==> config.mk <==
export PLATFORM = sky130hd
export DESIGN_NAME = seq_deser
export DESIGN_NICKNAME = d
export VERILOG_FILES = /design/src/rtl/seq_deser.sv
export SDC_FILE = /design/constraint.sdc
export NUM_CORES = 1
export LEC_CHECK = 0
export CAP_MARGIN = 20
export CORE_MARGIN = 2
export CORE_UTILIZATION = 25
export CTS_BUF_LIST = sky130_fd_sc_hd__clkbuf_8
export CTS_CLUSTER_SIZE = 20
export DETAILED_ROUTE_END_ITERATION = 8
export MAX_ROUTING_LAYER = met4
export PLACE_DENSITY = 0.46
export REMOVE_ABC_BUFFERS = 1
export SLEW_MARGIN = 20
export SYNTH_ARGS = -nofsm -noshare
export SYNTH_HDL_FRONTEND = slang
export SYNTH_SLANG_ARGS = --single-unit
==> constraint.sdc <==
create_clock -name clk -period 1.7 [get_ports clk]
set_clock_uncertainty 0.15 [all_clocks]
set_input_delay 0.34 -clock clk [delete_from_list [all_inputs] [get_ports clk]]
set_output_delay 0.34 -clock clk [all_outputs]
set_load 0.1 [all_outputs]
==> src/rtl/seq_deser.sv <==
// Serial frame deserializer: start 0, NBITS data bits LSB first, stop 1, one bit per clk.
// Optional even-parity bit between data and stop when SEQ_DESER_PARITY_EN is defined.
module seq_deser #(
  parameter int unsigned NBITS = 8
) (
  input  logic             clk,
  input  logic             rst,
  input  logic             rxin,
  output logic [NBITS-1:0] dout,
  output logic             dout_valid,
  output logic             frame_err,
  output logic             busy
);

  localparam int unsigned CNT_W = (NBITS > 1) ? $clog2(NBITS) : 1;
  localparam logic [CNT_W-1:0] CNT_LAST = CNT_W'(NBITS - 1);

  typedef enum logic [1:0] {
    S_IDLE = 2'd0,
    S_DATA = 2'd1,
    S_STOP = 2'd2
`ifdef SEQ_DESER_PARITY_EN
    , S_PAR = 2'd3
`endif
  } state_t;

  state_t           r_state;
  logic             r_armed;
  logic [CNT_W-1:0] r_cnt;
  logic [NBITS-1:0] r_shift;
  logic [NBITS-1:0] r_dout;
  logic             r_dout_valid;
  logic             r_frame_err;
  logic             r_busy;
`ifdef SEQ_DESER_PARITY_EN
  logic             r_par;
  logic             w_par_nxt;
`endif

  state_t           w_state_nxt;
  logic             w_armed_nxt;
  logic [CNT_W-1:0] w_cnt_nxt;
  logic [NBITS-1:0] w_shift_nxt;
  logic [NBITS-1:0] w_dout_nxt;
  logic             w_valid_nxt;
  logic             w_ferr_nxt;
  logic             w_busy_nxt;
  logic             w_good;

  // Stop bit plus (optionally) parity decide between a data update and an error pulse.
`ifdef SEQ_DESER_PARITY_EN
  assign w_good = rxin && (r_par == (^r_shift));
`else
  assign w_good = rxin;
`endif

  // Next-state and next-register logic.
  always_comb begin
    w_state_nxt = r_state;
    w_armed_nxt = r_armed;
    w_cnt_nxt   = r_cnt;
    w_shift_nxt = r_shift;
    w_dout_nxt  = r_dout;
    w_valid_nxt = 1'b0;
    w_ferr_nxt  = 1'b0;
`ifdef SEQ_DESER_PARITY_EN
    w_par_nxt   = r_par;
`endif
    case (r_state)
      S_IDLE: begin
        if (rxin) begin
          w_armed_nxt = 1'b1;
        end else if (r_armed) begin
          w_armed_nxt = 1'b0;
          w_cnt_nxt   = '0;
          w_state_nxt = S_DATA;
        end
      end
      S_DATA: begin
        w_shift_nxt[r_cnt] = rxin;
        if (r_cnt == CNT_LAST) begin
`ifdef SEQ_DESER_PARITY_EN
          w_state_nxt = S_PAR;
`else
          w_state_nxt = S_STOP;
`endif
        end else begin
          w_cnt_nxt = r_cnt + CNT_W'(1);
        end
      end
`ifdef SEQ_DESER_PARITY_EN
      S_PAR: begin
        w_par_nxt   = rxin;
        w_state_nxt = S_STOP;
      end
`endif
      S_STOP: begin
        w_state_nxt = S_IDLE;
        // A high line on the stop bit re-arms start detection.
        w_armed_nxt = rxin;
        if (w_good) begin
          w_dout_nxt  = r_shift;
          w_valid_nxt = 1'b1;
        end else begin
          w_ferr_nxt  = 1'b1;
        end
      end
      default: begin
        w_state_nxt = S_IDLE;
      end
    endcase
    w_busy_nxt = (w_state_nxt != S_IDLE);
  end

  // State and output registers with synchronous reset.
  always_ff @(posedge clk) begin
    if (rst) begin
      r_state      <= S_IDLE;
      r_armed      <= 1'b0;
      r_cnt        <= '0;
      r_shift      <= '0;
      r_dout       <= '0;
      r_dout_valid <= 1'b0;
      r_frame_err  <= 1'b0;
      r_busy       <= 1'b0;
`ifdef SEQ_DESER_PARITY_EN
      r_par        <= 1'b0;
`endif
    end else begin
      r_state      <= w_state_nxt;
      r_armed      <= w_armed_nxt;
      r_cnt        <= w_cnt_nxt;
      r_shift      <= w_shift_nxt;
      r_dout       <= w_dout_nxt;
      r_dout_valid <= w_valid_nxt;
      r_frame_err  <= w_ferr_nxt;
      r_busy       <= w_busy_nxt;
`ifdef SEQ_DESER_PARITY_EN
      r_par        <= w_par_nxt;
`endif
    end
  end

  assign dout       = r_dout;
  assign dout_valid = r_dout_valid;
  assign frame_err  = r_frame_err;
  assign busy       = r_busy;

endmodule

==> results of run 1 <==
kinds of logic after synthesis:
kind of cell	after synthesis
and+or+nand+nor	44
DFF	25
muxes	15
AOI/OAI and AO/OA	9
buffers and inverters	8
adders and majority gates	2
tightest hold or removal path: stages, from the launching register on:
cell                       delay (ns)
sky130_fd_sc_hd__dfxtp_1         0.32
sky130_fd_sc_hd__nand2b_1        0.06
sky130_fd_sc_hd__mux2i_1         0.06
layout make-up:
cell class / instances / area share
Clock inverter: 1 / 0.00260
Clock buffer: 3 / 0.0286
Multi-Input combinational cell: 70 / 0.359
Sequential cell: 25 / 0.347
Timing Repair Buffer: 22 / 0.214
Tap cell: 50 / 0.0434
Inverter: 2 / 0.00521
sequential cells by signal (all words and copies together), names as in the netlist:
signal	count
r_cnt	3
r_armed	1
dout_valid	1
dout	8
frame_err	1
busy	1
r_shift	8
r_state	2
Yosys cell counts (all sizes together):
cell	number
nor3	3
mux2i	15
nand4b	2
and2b	1
nand3b	1
clkbuf	2
o41ai	1
nand4	2
a21oi	4
buf	4
nand2b	13
or2b	1
nor2	10
o21ai	2
ha	2
nand2	5
inv	2
dfxtp	25
a211oi	1
nand3	1
nor4b	2
or3b	1
nor4	1
nor3b	1
o31ai	1
per-stage QoR:
stage | worst slack, ns | area, µm² | instances | power [W]
detailed placement | -0.0496 | 1400 | 169 | 0.000698
global route | 0.0983 | 1440 | 173 | 0.00108
CTS | 0.173 | 1440 | 173 | 0.00104
floorplan | 0.195 | 1030 | 97 | 0.000657
global placement | -0.0295 | 1400 | 169 | 0.000696
finish | 0.190 | 1440 | 173 | 0.00102
power by group through the flow:
stage          Clock (W)  Combinational (W)  Sequential [W]
2_1_floorplan          0          0.0000338        0.000623
3_3_place_gp           0          0.0000822        0.000614
3_5_place_dp           0          0.0000844        0.000614
4_1_cts         0.000355          0.0000847        0.000600
5_1_grt         0.000390          0.0000901        0.000602
6_report        0.000339          0.0000834        0.000600
worst paths after layout:
check | start | slack (ns) | end
setup / recovery | r_cnt[0] | 0.19 | r_cnt[2]
hold / removal | r_shift[5] | 0.33 | r_shift[5]
setup reg to reg | r_cnt[0] | 0.19 | r_cnt[2]
hold reg to reg | r_shift[5] | 0.33 | r_shift[5]
metal layers:
| metal | vias to the layer above | part of all wire | routed length, µm | track usage |
|---|---|---|---|---|
| li1 | 398 | - | - | - |
| met2 | 9 | 0.47 | 920 | 0.141 |
| met4 | 0 | 0.0071 | 14 | 0.0327 |
| met1 | 350 | 0.49 | 970 | 0.126 |
| met3 | 2 | 0.031 | 60 | 0.0174 |
| met5 | - | 0 | 0 | - |
==> tab_implementation.tex, run 1 <==
\begin{tabular}{lr}
\hline
Metric & Value \\
\hline
\multicolumn{2}{l}{\textbf{Layout}} \\
NumNets Final & approximately 130 \\
Layout cell share with drive strength beyond 1 & 0.236 \\
Most frequent cells in the layout & 25 x sky130\_fd\_sc\_hd\_\_dfxtp\_1, 15 x sky130\_fd\_sc\_hd\_\_mux2i\_1, 12 x sky130\_fd\_sc\_hd\_\_nand2b\_1, 11 x sky130\_fd\_sc\_hd\_\_buf\_12, 10 x sky130\_fd\_sc\_hd\_\_nor2\_1 \\
Area taken by multi-input logic gates & 518 µm² \\
Leading cell type in the layout, fill and taps excluded & sky130\_fd\_sc\_hd\_\_dfxtp\_1 \\
Fill cell count & a little over 400 \\
End-of-flow core utilization & 0.355 \\
Sequential cell area & between 500 and 600 µm² \\
Number of diodes added for antenna fixing & 0 \\
Layout-stage area growth over the synthesis result & 35.7\% \\
\multicolumn{2}{l}{\textbf{Critical path}} \\
Number of buffer and inverter instances along the worst setup path & 0 \\
Number of gates on the worst path with buffers counted & 5 \\
Type of the worst setup path & reg -> reg \\
Cell family contributing the most delay on the critical path & adder cells \\
CP max FO & 3 \\
Worst path slowest cell & sky130\_fd\_sc\_hd\_\_dfxtp\_1 \\
CP arrival & between 1.5 and 2 ns \\
Max stage delay on crit path & around 0.33 ns \\
Element type at the critical path start & flop \\
CP Cell Sequence & ha\_1 > ha\_1 > or2b\_1 > a21oi\_4 > o21ai\_1 \\
Type of destination of the critical path & flop \\
Worst reg-to-reg path cell count & 5 \\
Crit path top cell by count & sky130\_fd\_sc\_hd\_\_ha\_1 \\
Critical path data required time & roughly 1.7 ns \\
\multicolumn{2}{l}{\textbf{Yosys}} \\
Leading area contributor after synthesis & sky130\_fd\_sc\_hd\_\_dfxtp\_1 \\
Adder-Cell Fraction of Synth Area & 0.0236 \\
Most area-consuming cells after synthesis & sky130\_fd\_sc\_hd\_\_dfxtp\_1 47\%, sky130\_fd\_sc\_hd\_\_mux2i\_1 14\%, sky130\_fd\_sc\_hd\_\_nand2b\_1 7.1\%, sky130\_fd\_sc\_hd\_\_nor2\_1 3.5\%, sky130\_fd\_sc\_hd\_\_ha\_1 2.4\% \\
Combinational family with the most area after synthesis & simple AND/OR/NAND/NOR gates \\
Summed instance area of the synthesized netlist & about 0.0011 mm² \\
Ys Warns & 0 \\
Parity-gate share of the synthesized area counting xor and xnor cells & 0 \\
Share of cell area taken by muxes after synthesis & 0.141 \\
Cells after synthesis & approximately 100 \\
Post-synthesis compound-gate area fraction & 0.0660 \\
Number of distinct library cells after synthesis & 30 \\
Top-area cell type share of the netlist area & 0.471 \\
Share of synthesized area occupied by flip-flops and latches & 0.471 \\
Mean cell area of the mapped netlist & just over 10 µm² \\
Simple-gate share of the synthesized area & 0.257 \\
Flops \& latches, synth & 25 \\
\multicolumn{2}{l}{\textbf{Timing}} \\
Post-Route Hold Slack & $\sim$0.33 ns \\
Final critical-path share of the clock period & 0.888 \\
Number of pins exceeding their max-slew limit in the final report & 0 \\
Max Freq & 662 MHz \\
RSZ-0062 raised after global routing & false \\
Pin slew with the least headroom to its limit & between 0.3 and 0.4 ns \\
Final setup violating endpoints & 0 \\
Headroom to the max-slew limit & 0.757 \\
Total count of hold-check failures in the final report & 0 \\
Final critical delay including setup and external delays & between 1.5 and 2 ns \\
Setup total negative slack & 0 ns \\
\multicolumn{2}{l}{\textbf{Drt}} \\
Detail Route Antenna Nets & 0 \\
Final routed wire length divided by cell count & approximately 11 µm \\
Iteration-0 DRC Markers & 24 \\
Number of detailed-route iterations in the first pass & 6 \\
Remaining DRCs & 0 \\
Routed wire length & between 1500 and 2000 µm \\
Detailed-route vias per instance & around 4.4 \\
Via total after detailed routing & about 760 \\
\multicolumn{2}{l}{\textbf{Global route}} \\
Number of global-route vias before repair & between 700 and 800 \\
Total global routing overflow & 0 \\
GR Util All Layers & 0.0936 \\
Antenna violations before repair & 0 \\
Global-route wire length before repair & 3640 µm \\
Maximum number of pins on one net before global-route repair & 17 \\
\multicolumn{2}{l}{\textbf{Job}} \\
Max-cap violation count & 0 \\
\multicolumn{2}{l}{\textbf{Floorplanning}} \\
Boundary Pins & 14 \\
Area inside the core boundary & about 0.004 mm² \\
Starting utilization of the core area & 0.262 \\
Standard-cell rows & 23 \\
Die height & slightly below 70 µm \\
Die Wd & a little under 70 µm \\
Die Outline Area & 0.00479 mm² \\
\multicolumn{2}{l}{\textbf{Clock network}} \\
Clock tree buffer depth & 2 \\
Number of sinks on the clock net & 25 \\
Number of CTS-inserted buffers & 3 \\
CTS tree & yes \\
Clock Pin Slew Worst Setup and Hold Paths & about 0.080 ns \\
Max H-tree Level & 1 \\
Clock latency at the later pin of the worst-skew pair & between 0.2 and 0.3 ns \\
Post-CTS setup buffer count & 0 \\
Number of gates resized after CTS & 0 \\
Cts-stage hold buffer count & 0 \\
Cell at the root of the clock tree & sky130\_fd\_sc\_hd\_\_clkbuf\_8 \\
\multicolumn{2}{l}{\textbf{Power and ir drop}} \\
Pwr dens & a little over 700 mW/mm² \\
Power share of the combinational group & 0.082 \\
Largest vdd supply drop & a little over 0.0003 V \\
Share of total power consumed by net switching & 0.226 \\
P\_sw & between 0.0002 and 0.00025 W \\
Part of the total power dissipated in the clock network & 0.332 \\
Internal power component & around 0.00079 W \\
Leakage & 0.600 nW \\
Sequential cell fraction of total power & 0.587 \\
\multicolumn{2}{l}{\textbf{Outcome}} \\
Status & complete, no violations \\
\multicolumn{2}{l}{\textbf{Worst hold path}} \\
Depth of the worst hold-timing path & 2 \\
Type of the most critical hold path & reg -> reg \\
\multicolumn{2}{l}{\textbf{Placed design}} \\
Hpwl dp & $\sim$1500 µm \\
Routability congestion estimate & 0.780 \\
Number of buffer cells added on primary ports & 13 \\
\hline
\end{tabular}
No activity file was read; power rests on OpenSTA's default activity.
==> inputs of run 2 (changes only) <==
--- a/config.mk
+++ b/config.mk
@@ -11,6 +11,7 @@
 export CTS_BUF_LIST = sky130_fd_sc_hd__clkbuf_8
 export CTS_CLUSTER_SIZE = 20
 export DETAILED_ROUTE_END_ITERATION = 8
+export GPL_ROUTABILITY_DRIVEN = 0
 export MAX_ROUTING_LAYER = met4
 export PLACE_DENSITY = 0.46
 export REMOVE_ABC_BUFFERS = 1
==> results of run 2 <==
Same layout as run 1: the final DEF is identical, and so are final timing and power.
==> inputs of run 3 (changes only) <==
--- a/config.mk
+++ b/config.mk
@@ -13,7 +13,7 @@
 export DETAILED_ROUTE_END_ITERATION = 8
 export GPL_ROUTABILITY_DRIVEN = 0
 export MAX_ROUTING_LAYER = met4
-export PLACE_DENSITY = 0.46
+export PLACE_DENSITY = 0.4
 export REMOVE_ABC_BUFFERS = 1
 export SLEW_MARGIN = 20
 export SYNTH_ARGS = -nofsm -noshare
==> tab_implementation.tex, run 3 (synthesis gave the netlist of run 1 again) <==
\begin{tabular}{lr}
\hline
Metric & Value \\
\hline
\multicolumn{2}{l}{\textbf{Job}} \\
Max-cap violation count & 0 (unchanged) \\
\multicolumn{2}{l}{\textbf{Drt}} \\
Detailed-route vias per instance & 4.41 (+0.60\%) \\
Final routed wire length divided by cell count & 12.0 µm (+5.6\%) \\
Number of detailed-route iterations in the first pass & 4 (-2) \\
Detail Route Antenna Nets & 0 (unchanged) \\
Remaining DRCs & 0 (unchanged) \\
Iteration-0 DRC Markers & 18 (-25\%) \\
Routed wire length & 2090 µm (+6.2\%) \\
Via total after detailed routing & 768 (+1.2\%) \\
\multicolumn{2}{l}{\textbf{Power and ir drop}} \\
Share of total power consumed by net switching & 0.234 (+0.00761) \\
Internal power component & 0.000795 W (+0.47\%) \\
Leakage & 0.610 nW (+1.7\%) \\
Part of the total power dissipated in the clock network & 0.340 (+0.008) \\
P\_sw & 0.000243 W (+4.9\%) \\
Pwr dens & 709 mW/mm² (about the same) \\
Largest vdd supply drop & 0.000201 V (-33\%) \\
Sequential cell fraction of total power & 0.578 (-0.009) \\
Power share of the combinational group & 0.082 (about the same) \\
\multicolumn{2}{l}{\textbf{Layout}} \\
Layout cell share with drive strength beyond 1 & 0.250 (+0.0142) \\
Fill cell count & 389 (-3.5\%) \\
Leading cell type in the layout, fill and taps excluded & sky130\_fd\_sc\_hd\_\_dfxtp\_1 \\
NumNets Final & 130 (+0.78\%) \\
End-of-flow core utilization & 0.360 (+0.00524) \\
Most frequent cells in the layout & 25 x sky130\_fd\_sc\_hd\_\_dfxtp\_1, 15 x sky130\_fd\_sc\_hd\_\_mux2i\_1, 12 x sky130\_fd\_sc\_hd\_\_nand2b\_1, 12 x sky130\_fd\_sc\_hd\_\_buf\_12, 10 x sky130\_fd\_sc\_hd\_\_nor2\_1 \\
Layout-stage area growth over the synthesis result & 37.7\% \\
Number of diodes added for antenna fixing & 0 (unchanged) \\
\multicolumn{2}{l}{\textbf{Critical path}} \\
Type of the worst setup path & reg -> reg \\
R2R Setup Slk & 0.18 ns (about the same) \\
CP arrival & 1.54 ns (+0.02 ns) \\
Type of destination of the critical path & flop \\
R2r startpoint & r\_cnt[0] \\
CP max FO & 3 (unchanged) \\
Cell family contributing the most delay on the critical path & adder cells \\
CP Cell Sequence & ha\_1 > ha\_1 > or2b\_1 > a21oi\_4 > o21ai\_1 \\
Max stage delay on crit path & 0.32 ns (about the same) \\
Number of buffer and inverter instances along the worst setup path & 0 (unchanged) \\
Number of gates on the worst path with buffers counted & 5 (unchanged) \\
Destination of the worst register-to-register timing path & r\_cnt[2] \\
Element type at the critical path start & flop \\
Critical path data required time & 1.71 ns (about the same) \\
Worst reg-to-reg path cell count & 5 (unchanged) \\
Crit path top cell by count & sky130\_fd\_sc\_hd\_\_ha\_1 \\
Worst path slowest cell & sky130\_fd\_sc\_hd\_\_dfxtp\_1 \\
\multicolumn{2}{l}{\textbf{Clock network}} \\
Post-CTS setup buffer count & 0 (unchanged) \\
Max H-tree Level & 1 (unchanged) \\
Number of sinks on the clock net & 25 (unchanged) \\
CTS tree & yes \\
Clock tree buffer depth & 2 (unchanged) \\
Number of CTS-inserted buffers & 3 (unchanged) \\
Number of gates resized after CTS & 0 (unchanged) \\
Cell at the root of the clock tree & sky130\_fd\_sc\_hd\_\_clkbuf\_8 \\
Clock Pin Slew Worst Setup and Hold Paths & 0.09 ns (about the same) \\
Clock latency at the later pin of the worst-skew pair & 0.27 ns (about the same) \\
Cts-stage hold buffer count & 0 (unchanged) \\
\multicolumn{2}{l}{\textbf{Worst hold path}} \\
End of the worst hold path & r\_shift[1] \\
Hold Crit Start & r\_shift[1] \\
Type of the most critical hold path & reg -> reg \\
Depth of the worst hold-timing path & 2 (unchanged) \\
\multicolumn{2}{l}{\textbf{Global route}} \\
Total global routing overflow & 0 (unchanged) \\
Layer with the highest usage & met2 \\
GR Util All Layers & 0.0949 (+0.00128) \\
Maximum number of pins on one net before global-route repair & 16 (-1) \\
Global-route wire length before repair & 3530 µm (-3.2\%) \\
Number of global-route vias before repair & 759 (-1.7\%) \\
Met1 GRT Util & 0.115 (-0.0107) \\
Global Route met2 Usage & 0.152 (+0.0107) \\
Antenna violations before repair & 0 (unchanged) \\
Met3 Track Usage GR & 0.0174 (unchanged) \\
\multicolumn{2}{l}{\textbf{Timing}} \\
Pin slew with the least headroom to its limit & 0.333 ns (-0.0307 ns) \\
Final worst slack & 0.177 ns (-0.0135 ns) \\
RSZ-0062 raised after global routing & false \\
Post-Route Hold Slack & 0.328 ns (-0.00175 ns) \\
Final setup violating endpoints & 0 (unchanged) \\
Number of pins exceeding their max-slew limit in the final report & 0 (unchanged) \\
Setup total negative slack & 0 ns (unchanged) \\
Headroom to the max-slew limit & 0.778 (+0.0205) \\
Final critical delay including setup and external delays & 1.52 ns (+0.0135 ns) \\
Total count of hold-check failures in the final report & 0 (unchanged) \\
Max Freq & 656 MHz (-0.89\%) \\
Final critical-path share of the clock period & 0.896 (+0.00794) \\
\multicolumn{2}{l}{\textbf{Floorplanning}} \\
Starting utilization of the core area & 0.262 (unchanged) \\
Die Wd & 69.2 µm (unchanged) \\
Die height & 69.2 µm (unchanged) \\
Area inside the core boundary & 0.00406 mm² (unchanged) \\
Die Outline Area & 0.00479 mm² (unchanged) \\
Standard-cell rows & 23 (unchanged) \\
Boundary Pins & 14 (unchanged) \\
\multicolumn{2}{l}{\textbf{Placed design}} \\
Hpwl dp & 1500 µm (+3.0\%) \\
Number of buffer cells added on primary ports & 13 (unchanged) \\
Pre-CTS worst setup slack & -0.0899 ns (-0.0403 ns) \\
\multicolumn{2}{l}{\textbf{Outcome}} \\
Status & complete, no violations \\
\hline
\end{tabular}
==> run 3: how the worst max path moves through the flow <==
stage | startpoint | to
after floorplan | r_cnt[0] | r_cnt[0]
after global placement | rxin | r_cnt[1]
after detailed placement | rxin | r_cnt[2]
after CTS | r_cnt[0] | r_cnt[2]
after global routing | r_cnt[0] | r_cnt[2]
final | r_cnt[0] | r_cnt[2]
==> run 3: worst register-to-register path, cell delays in order, from the launching register on <==
cell                      delay [ns]
sky130_fd_sc_hd__dfxtp_1        0.32
sky130_fd_sc_hd__ha_1           0.20
sky130_fd_sc_hd__ha_1           0.21
sky130_fd_sc_hd__or2b_1         0.28
sky130_fd_sc_hd__a21oi_4        0.15
sky130_fd_sc_hd__o21ai_1        0.09
==> run 3: final cells by class <==
type / instances / area (µm²) / area share
Inverter: 2 / 7.51 / 0.00513
Timing Repair Buffer: 23 / 328 / 0.224
Clock buffer: 3 / 41.3 / 0.0282
Sequential cell: 25 / 500 / 0.342
Tap cell: 50 / 62.6 / 0.0428
Clock inverter: 1 / 5.00 / 0.00342
Multi-Input combinational cell: 70 / 518 / 0.354
==> run 3: routing by layer <==
layer / vias up / routed length [µm]
li1: 398 / -
met2: 7 / 985
met4: 0 / 19
met1: 361 / 1020
met5: - / 0
met3: 2 / 59
==> run 3: metrics by stage <==
stage	total power, W	std cells	cell area (µm²)
6_report	0.00104	174	1460
3_5_place_dp	0.000700	170	1420
4_1_cts	0.00106	174	1460
3_3_place_gp	0.000698	170	1420
2_1_floorplan	0.000657	97	1030
5_1_grt	0.00109	174	1460
==> run 3: power by group through the flow <==
stage / Combinational [W] / Sequential, W / Clock [W]
6_report: 0.0000854 / 0.000600 / 0.000352
5_1_grt: 0.0000920 / 0.000601 / 0.000395
4_1_cts: 0.0000863 / 0.000600 / 0.000377
3_5_place_dp: 0.0000862 / 0.000614 / 0
3_3_place_gp: 0.0000850 / 0.000613 / 0
2_1_floorplan: 0.0000338 / 0.000623 / 0
